**config.mk**
```make
export PLATFORM = sky130hd
export DESIGN_NAME = and_gate_test_ctrl
export DESIGN_NICKNAME = d
export VERILOG_FILES = /design/src/rtl/gate_test_pkg.sv /design/src/rtl/and_gate_test_ctrl_vec_gen.sv /design/src/rtl/and_gate_test_ctrl.sv
export SDC_FILE = /design/constraint.sdc
export NUM_CORES = 1
export LEC_CHECK = 0
export CORE_MARGIN = 8
export CORE_UTILIZATION = 57
export CTS_BUF_LIST = sky130_fd_sc_hd__clkbuf_4 sky130_fd_sc_hd__clkbuf_8
export CTS_CLUSTER_DIAMETER = 60
export CTS_CLUSTER_SIZE = 25
export DETAILED_ROUTE_END_ITERATION = 8
export PLACE_DENSITY = 0.81
export SYNTH_ARGS = -nofsm -noshare
export SYNTH_HDL_FRONTEND = slang
export SYNTH_SLANG_ARGS = --single-unit
```
**constraint.sdc**
```tcl
create_clock -name clk -period 2.7 [get_ports clk]
set_clock_uncertainty 0.2 [all_clocks]
set_input_delay 0.405 -clock clk [delete_from_list [all_inputs] [get_ports clk]]
set_output_delay 0.405 -clock clk [all_outputs]
set_load 0.005 [all_outputs]
```
**src/rtl/gate_test_pkg.sv**
```systemverilog
// gate_test_pkg: shared state encoding, vector constants and the gate reference model
// for the AND gate test sequencer.
package gate_test_pkg;
    typedef enum logic [1:0] {IDLE, DRIVE, CHECK, DONE} state_t;
    localparam int VEC_W    = 2;
    localparam int NUM_VECS = 4;
    function automatic logic exp_and(input logic a, input logic b);
        return a & b;
    endfunction
endpackage

```
**src/rtl/and_gate_test_ctrl_vec_gen.sv**
```systemverilog
// gate_test_vec_gen: walks the vector index 0..3 once per pass and flags the final
// vector of the final pass.
module gate_test_vec_gen
    import gate_test_pkg::*;
#(
    parameter int NUM_PASSES = 4
) (
    input  logic             clk,
    input  logic             reset_n,
    input  logic             i_clear,
    input  logic             i_advance,
    output logic [VEC_W-1:0] o_vec,
    output logic             o_last
);
    localparam int PW = NUM_PASSES > 1 ? $clog2(NUM_PASSES) : 1;
    logic [VEC_W-1:0] r_vec;
    logic [PW-1:0]    r_pass;
    logic             w_wrap;
    assign w_wrap = r_vec == VEC_W'(NUM_VECS - 1);
    assign o_vec  = r_vec;
    assign o_last = w_wrap && r_pass == PW'(NUM_PASSES - 1);
    always_ff @(posedge clk or negedge reset_n) begin
        if (!reset_n) begin
            r_vec  <= '0;
            r_pass <= '0;
        end else if (i_clear) begin
            r_vec  <= '0;
            r_pass <= '0;
        end else if (i_advance) begin
            r_vec  <= w_wrap ? '0 : r_vec + 1'b1;
            r_pass <= w_wrap ? r_pass + 1'b1 : r_pass;
        end
    end
endmodule

```
**src/rtl/and_gate_test_ctrl.sv**
```systemverilog
// and_gate_test_ctrl: sweeps the AND gate through all operand pairs, samples its output
// after a settle interval and accumulates an error count and pass/fail verdict.
module and_gate_test_ctrl
    import gate_test_pkg::*;
#(
    parameter int SETTLE_CYCLES = 2,
    parameter int NUM_PASSES    = 4,
    parameter int ERR_W         = 8
) (
    input  logic             clk,
    input  logic             reset_n,
    input  logic             start,
    input  logic             output1,
    output logic             input1,
    output logic             input2,
    output logic             busy,
    output logic             done,
    output logic             pass,
    output logic [ERR_W-1:0] err_count,
    output logic             first_fail_valid,
    output logic [VEC_W-1:0] first_fail_vec
);
    localparam int SW = SETTLE_CYCLES > 1 ? $clog2(SETTLE_CYCLES) : 1;
    state_t           r_state;
    logic [SW-1:0]    r_settle;
    logic [VEC_W-1:0] w_vec;
    logic [VEC_W-1:0] w_next_vec;
    logic             w_last;
    logic             w_clear;
    logic             w_advance;
    logic             w_miss;
    logic [ERR_W-1:0] w_err_next;
    assign w_clear    = start && (r_state == IDLE || r_state == DONE);
    assign w_advance  = r_state == CHECK && !w_last;
    assign w_miss     = r_state == CHECK && output1 != exp_and(w_vec[1], w_vec[0]);
    assign w_err_next = (w_miss && err_count != '1) ? err_count + 1'b1 : err_count;
    assign w_next_vec = w_vec + 1'b1;

    gate_test_vec_gen #(.NUM_PASSES(NUM_PASSES)) u_vec_gen (
        .clk       (clk),
        .reset_n   (reset_n),
        .i_clear   (w_clear),
        .i_advance (w_advance),
        .o_vec     (w_vec),
        .o_last    (w_last)
    );

    // Operands are loaded on DRIVE entry so they hold steady through the CHECK sample.
    always_ff @(posedge clk or negedge reset_n) begin
        if (!reset_n) begin
            r_state          <= IDLE;
            r_settle         <= '0;
            input1           <= 1'b0;
            input2           <= 1'b0;
            busy             <= 1'b0;
            done             <= 1'b0;
            pass             <= 1'b0;
            err_count        <= '0;
            first_fail_valid <= 1'b0;
            first_fail_vec   <= '0;
        end else begin
            case (r_state)
                IDLE, DONE: if (start) begin
                    r_state          <= DRIVE;
                    r_settle         <= '0;
                    {input1, input2} <= 2'b00;
                    busy             <= 1'b1;
                    done             <= 1'b0;
                    pass             <= 1'b0;
                    err_count        <= '0;
                    first_fail_valid <= 1'b0;
                    first_fail_vec   <= '0;
                end
                DRIVE: begin
                    if (r_settle == SW'(SETTLE_CYCLES - 1)) r_state <= CHECK;
                    else r_settle <= r_settle + 1'b1;
                end
                CHECK: begin
                    err_count <= w_err_next;
                    if (w_miss && !first_fail_valid) begin
                        first_fail_valid <= 1'b1;
                        first_fail_vec   <= w_vec;
                    end
                    if (w_last) begin
                        r_state <= DONE;
                        busy    <= 1'b0;
                        done    <= 1'b1;
                        pass    <= w_err_next == '0;
                    end else begin
                        r_state          <= DRIVE;
                        r_settle         <= '0;
                        {input1, input2} <= w_next_vec;
                    end
                end
                default: r_state <= IDLE;
            endcase
        end
    end
endmodule

```
==> qor.csv <==
stage,metric,value,unit
logic_synthesis,yosysWarnings,0,
flow_run,drv_cap,0,
worst_setup_path,cp_max_fo,6,
worst_hold_path,hp-class,primary input to async pin,
logic_synthesis,syn-instance-count,171,
logic_synthesis,synthesis.area,1528,sq um
clock_network,clkTransAtPathRegs,0.14,ns
timing,period_needed,2.332,ns
die,rows,18,
layout,stdcell_area,1725,sq um
routing,drt-vias-per-instance,6.300,
layout,synthToLayoutAreaGrowth,12.94,%
run_status,status,"complete, no violations",
layout,layout-drive-gt1-share,10.16,%
logic_synthesis,avgSynthCellArea,8.934,sq um
routing,dr_total_vias,1367,
routing,wl_per_cell,16.15,um
worst_setup_path,worst-setup-path-type,flop to flop,
logic_synthesis,synth_edf_count,0,
placement,dpl_cell_area,1698,sq um
timing,fmax,0.4287,GHz
worst_setup_path,worstSetupStartpointType,flop,
timing,maxSlewHeadroom,70.73,%
clock_network,cts_tree,built,
placement,gp_congestion,0.9791,
logic_synthesis,syn_nets,181,
layout,fin_nets,198,
routing,ant_nets,0,
clock_network,numCtsBuffers,3,
timing,finalSetupViolCount,0,
timing,rsz0062_at_grt,false,
clock_network,cts-htree-levels,1,
die,ios,20,
clock_network,clkLatencyLatePin,0.34,ns
placement,post-dp-hpwl,2.617,mm
routing,wl,3.505,mm
grt,gr-total-overflow,0,
power_and_ir_drop,peakVddDrop,615.9,uV
routing,first_iter_violations,100,
power_and_ir_drop,power_density,711.3,nW/um^2
layout,finalNonFillerCells,217,
grt,grt_antenna_before_repair,0,
layout,nFillCells,182,
logic_synthesis,synth-main-ff-cell,dfrtp_1,
layout,antennaDiodeCount,0,
timing,finalMaxSlewViolations,0,
routing,dr.pass1.iters,4,
timing,tightest_slew,0.4390,ns
timing,setup-tns-final,0,ns
timing,hold_viol,0,
worst_setup_path,reg2reg_slack,0.37,ns
grt,grt_max_degree,24,
logic_synthesis,yosysSeqAreaShare,37.67,%
power_and_ir_drop,power.leakage,0.7474,nW
die,core_area,2500,sq um
clock_network,post_cts_buffers,0,
die,die_area,4593,sq um
grt,grt_pass1_vias,1248,
placement,portBuffers,19,
placement,place_inst,213,
grt,gr-usage-all-layers,16.23,%
clock_network,ctsResizeCount,0,
die,die_h,67.77,um
clock_network,cts.sinks,23,
logic_synthesis,synth_cell_types,43,
timing,finalCritPeriodShare,86.38,%
worst_setup_path,cp-end-kind,flop,
clock_network,cts_buffer_depth,2,
routing,drcViolationCount,0,
die,start_util,61.11,%
die,die_w,67.77,um
clock_network,clock-root-buffer,clkbuf_4,
clock_network,cts_hold_buffers,0,
worst_setup_path,cp.required,2.75,ns
logic_synthesis,synthArstFlopShare,100.0,%
grt,grt_pass1_wl,5.782,mm
logic_synthesis,ys_ff_latch,23,
worst_setup_path,crit_arrival,2.39,ns
[kinds of logic after synthesis]
group,count (synthesis),share of synthesized area (%)
and+or+nand+nor,64,20.39
buffers and inverters,19,7.698
adders and majority gates,6,4.914
DFF,23,37.67
muxes,6,4.095
AOI/OAI and AO/OA,50,23.01
xor gates and xnor gates,3,2.212
[worst max-delay path: stages, from the launching register on]
cell and delay (ns):
dfrtp_1 0.46, ha_1 0.36, xor2_2 0.19, nand3_1 0.18
nor2_1 0.24, mux2_2 0.36, o41ai_2 0.27
[cell usage in the layout, fill, tap and decap left out, types with 3 or more instances in the layout]
cell type,n
nand3_1,7
nand2_1,18
clkdlybuf4s50_1,19
a22o_1,3
o21ai_0,11
buf_4,4
nor3_1,5
nand2b_1,3
inv_1,8
ha_1,6
a21oi_1,13
dfrtp_1,23
a211oi_1,3
mux2i_1,4
nor2_1,18
clkbuf_4,3
a22oi_1,3
nand4_1,5
[where the power goes]
group | internal [mW] | total [mW] | leakage [nW] | switching [mW]
registers | 0.395 | 0.454 | 0.309 | 0.0597
clock network | 0.0558 | 0.167 | 0.0177 | 0.112
logic | 0.226 | 0.605 | 0.421 | 0.380
total | 0.676 | 1.23 | 0.747 | 0.551
[registers in the layout, summed over array words and instances (netlist names)]
register          flops
first_fail_vec        2
u_vec_gen.r_pass      2
busy                  1
u_vec_gen.o_vec       2
done                  1
first_fail_valid      1
input1                1
r_state               2
pass                  1
r_settle              1
input2                1
err_count             8
[cells in the mapped netlist (4+ instances only)]
cell     number  area share, %
nand4_1       5            2.0
nand2_1      18            4.4
nor2_1       18            4.4
dfrtp_1      23             38
mux2i_1       4            2.6
nor3_1        5            1.6
inv_1         8            2.0
buf_6         4            2.9
o21ai_0      11            3.6
a21oi_1      13            4.3
buf_4         4            2.0
ha_1          6            4.9
nand3_1       7            2.3
[metal layers]
| metal | track usage (%) | up-vias | part of all wire (%) | wire length (um) |
|---|---|---|---|---|
| met1 | 19.24 | 661 | 44 | 1551 |
| met4 | 7.417 | 0 | 2.1 | 74 |
| met5 | 0 | - | 0 | 0 |
| met3 | 4.470 | 7 | 6.4 | 223 |
| met2 | 26.75 | 43 | 47 | 1656 |
| li1 | - | 656 | - | - |
[area by class of cell]
| cell class | count | area [sq um] | area share, % |
|---|---|---|---|
| Inverter | 8 | 30.03 | 1.740 |
| Sequential cell | 23 | 575.6 | 33.36 |
| Tap cell | 30 | 37.54 | 2.175 |
| Clock buffer | 3 | 22.52 | 1.305 |
| Timing Repair Buffer | 23 | 220.2 | 12.76 |
| Multi-Input combinational cell | 129 | 834.6 | 48.37 |
| Clock inverter | 1 | 5.005 | 0.2901 |
[worst paths after layout]
kind	depth (start not counted)	endpoint	from
worst max-delay path	6	pass	u_vec_gen.o_vec[0]
worst min register to register	1	first_fail_vec[0]	first_fail_vec[0]
worst min-delay path	2	err_count[3]	reset_n
worst max register to register	6	pass	u_vec_gen.o_vec[0]
min in group clk	1	first_fail_vec[0]	first_fail_vec[0]
max in group asynchronous	2	done	reset_n
[through the flow]
stage / util, % / setup slack, ns / power, mW / hold slack (ns)
after global routing: 69.02 / 0.1983 / 1.322 / 0.2219
after detailed placement: 67.92 / 0.2319 / 1.058 / 0.2958
after CTS: 69.02 / 0.3702 / 1.229 / 0.2004
after floorplan: - / 0.4206 / 0.9046 / -0.09059
final: 69.02 / 0.3676 / 1.227 / 0.1865
after global placement: 67.92 / 0.2801 / 1.026 / 0.2874
Note: power is estimated with default switching activity, not from simulation.
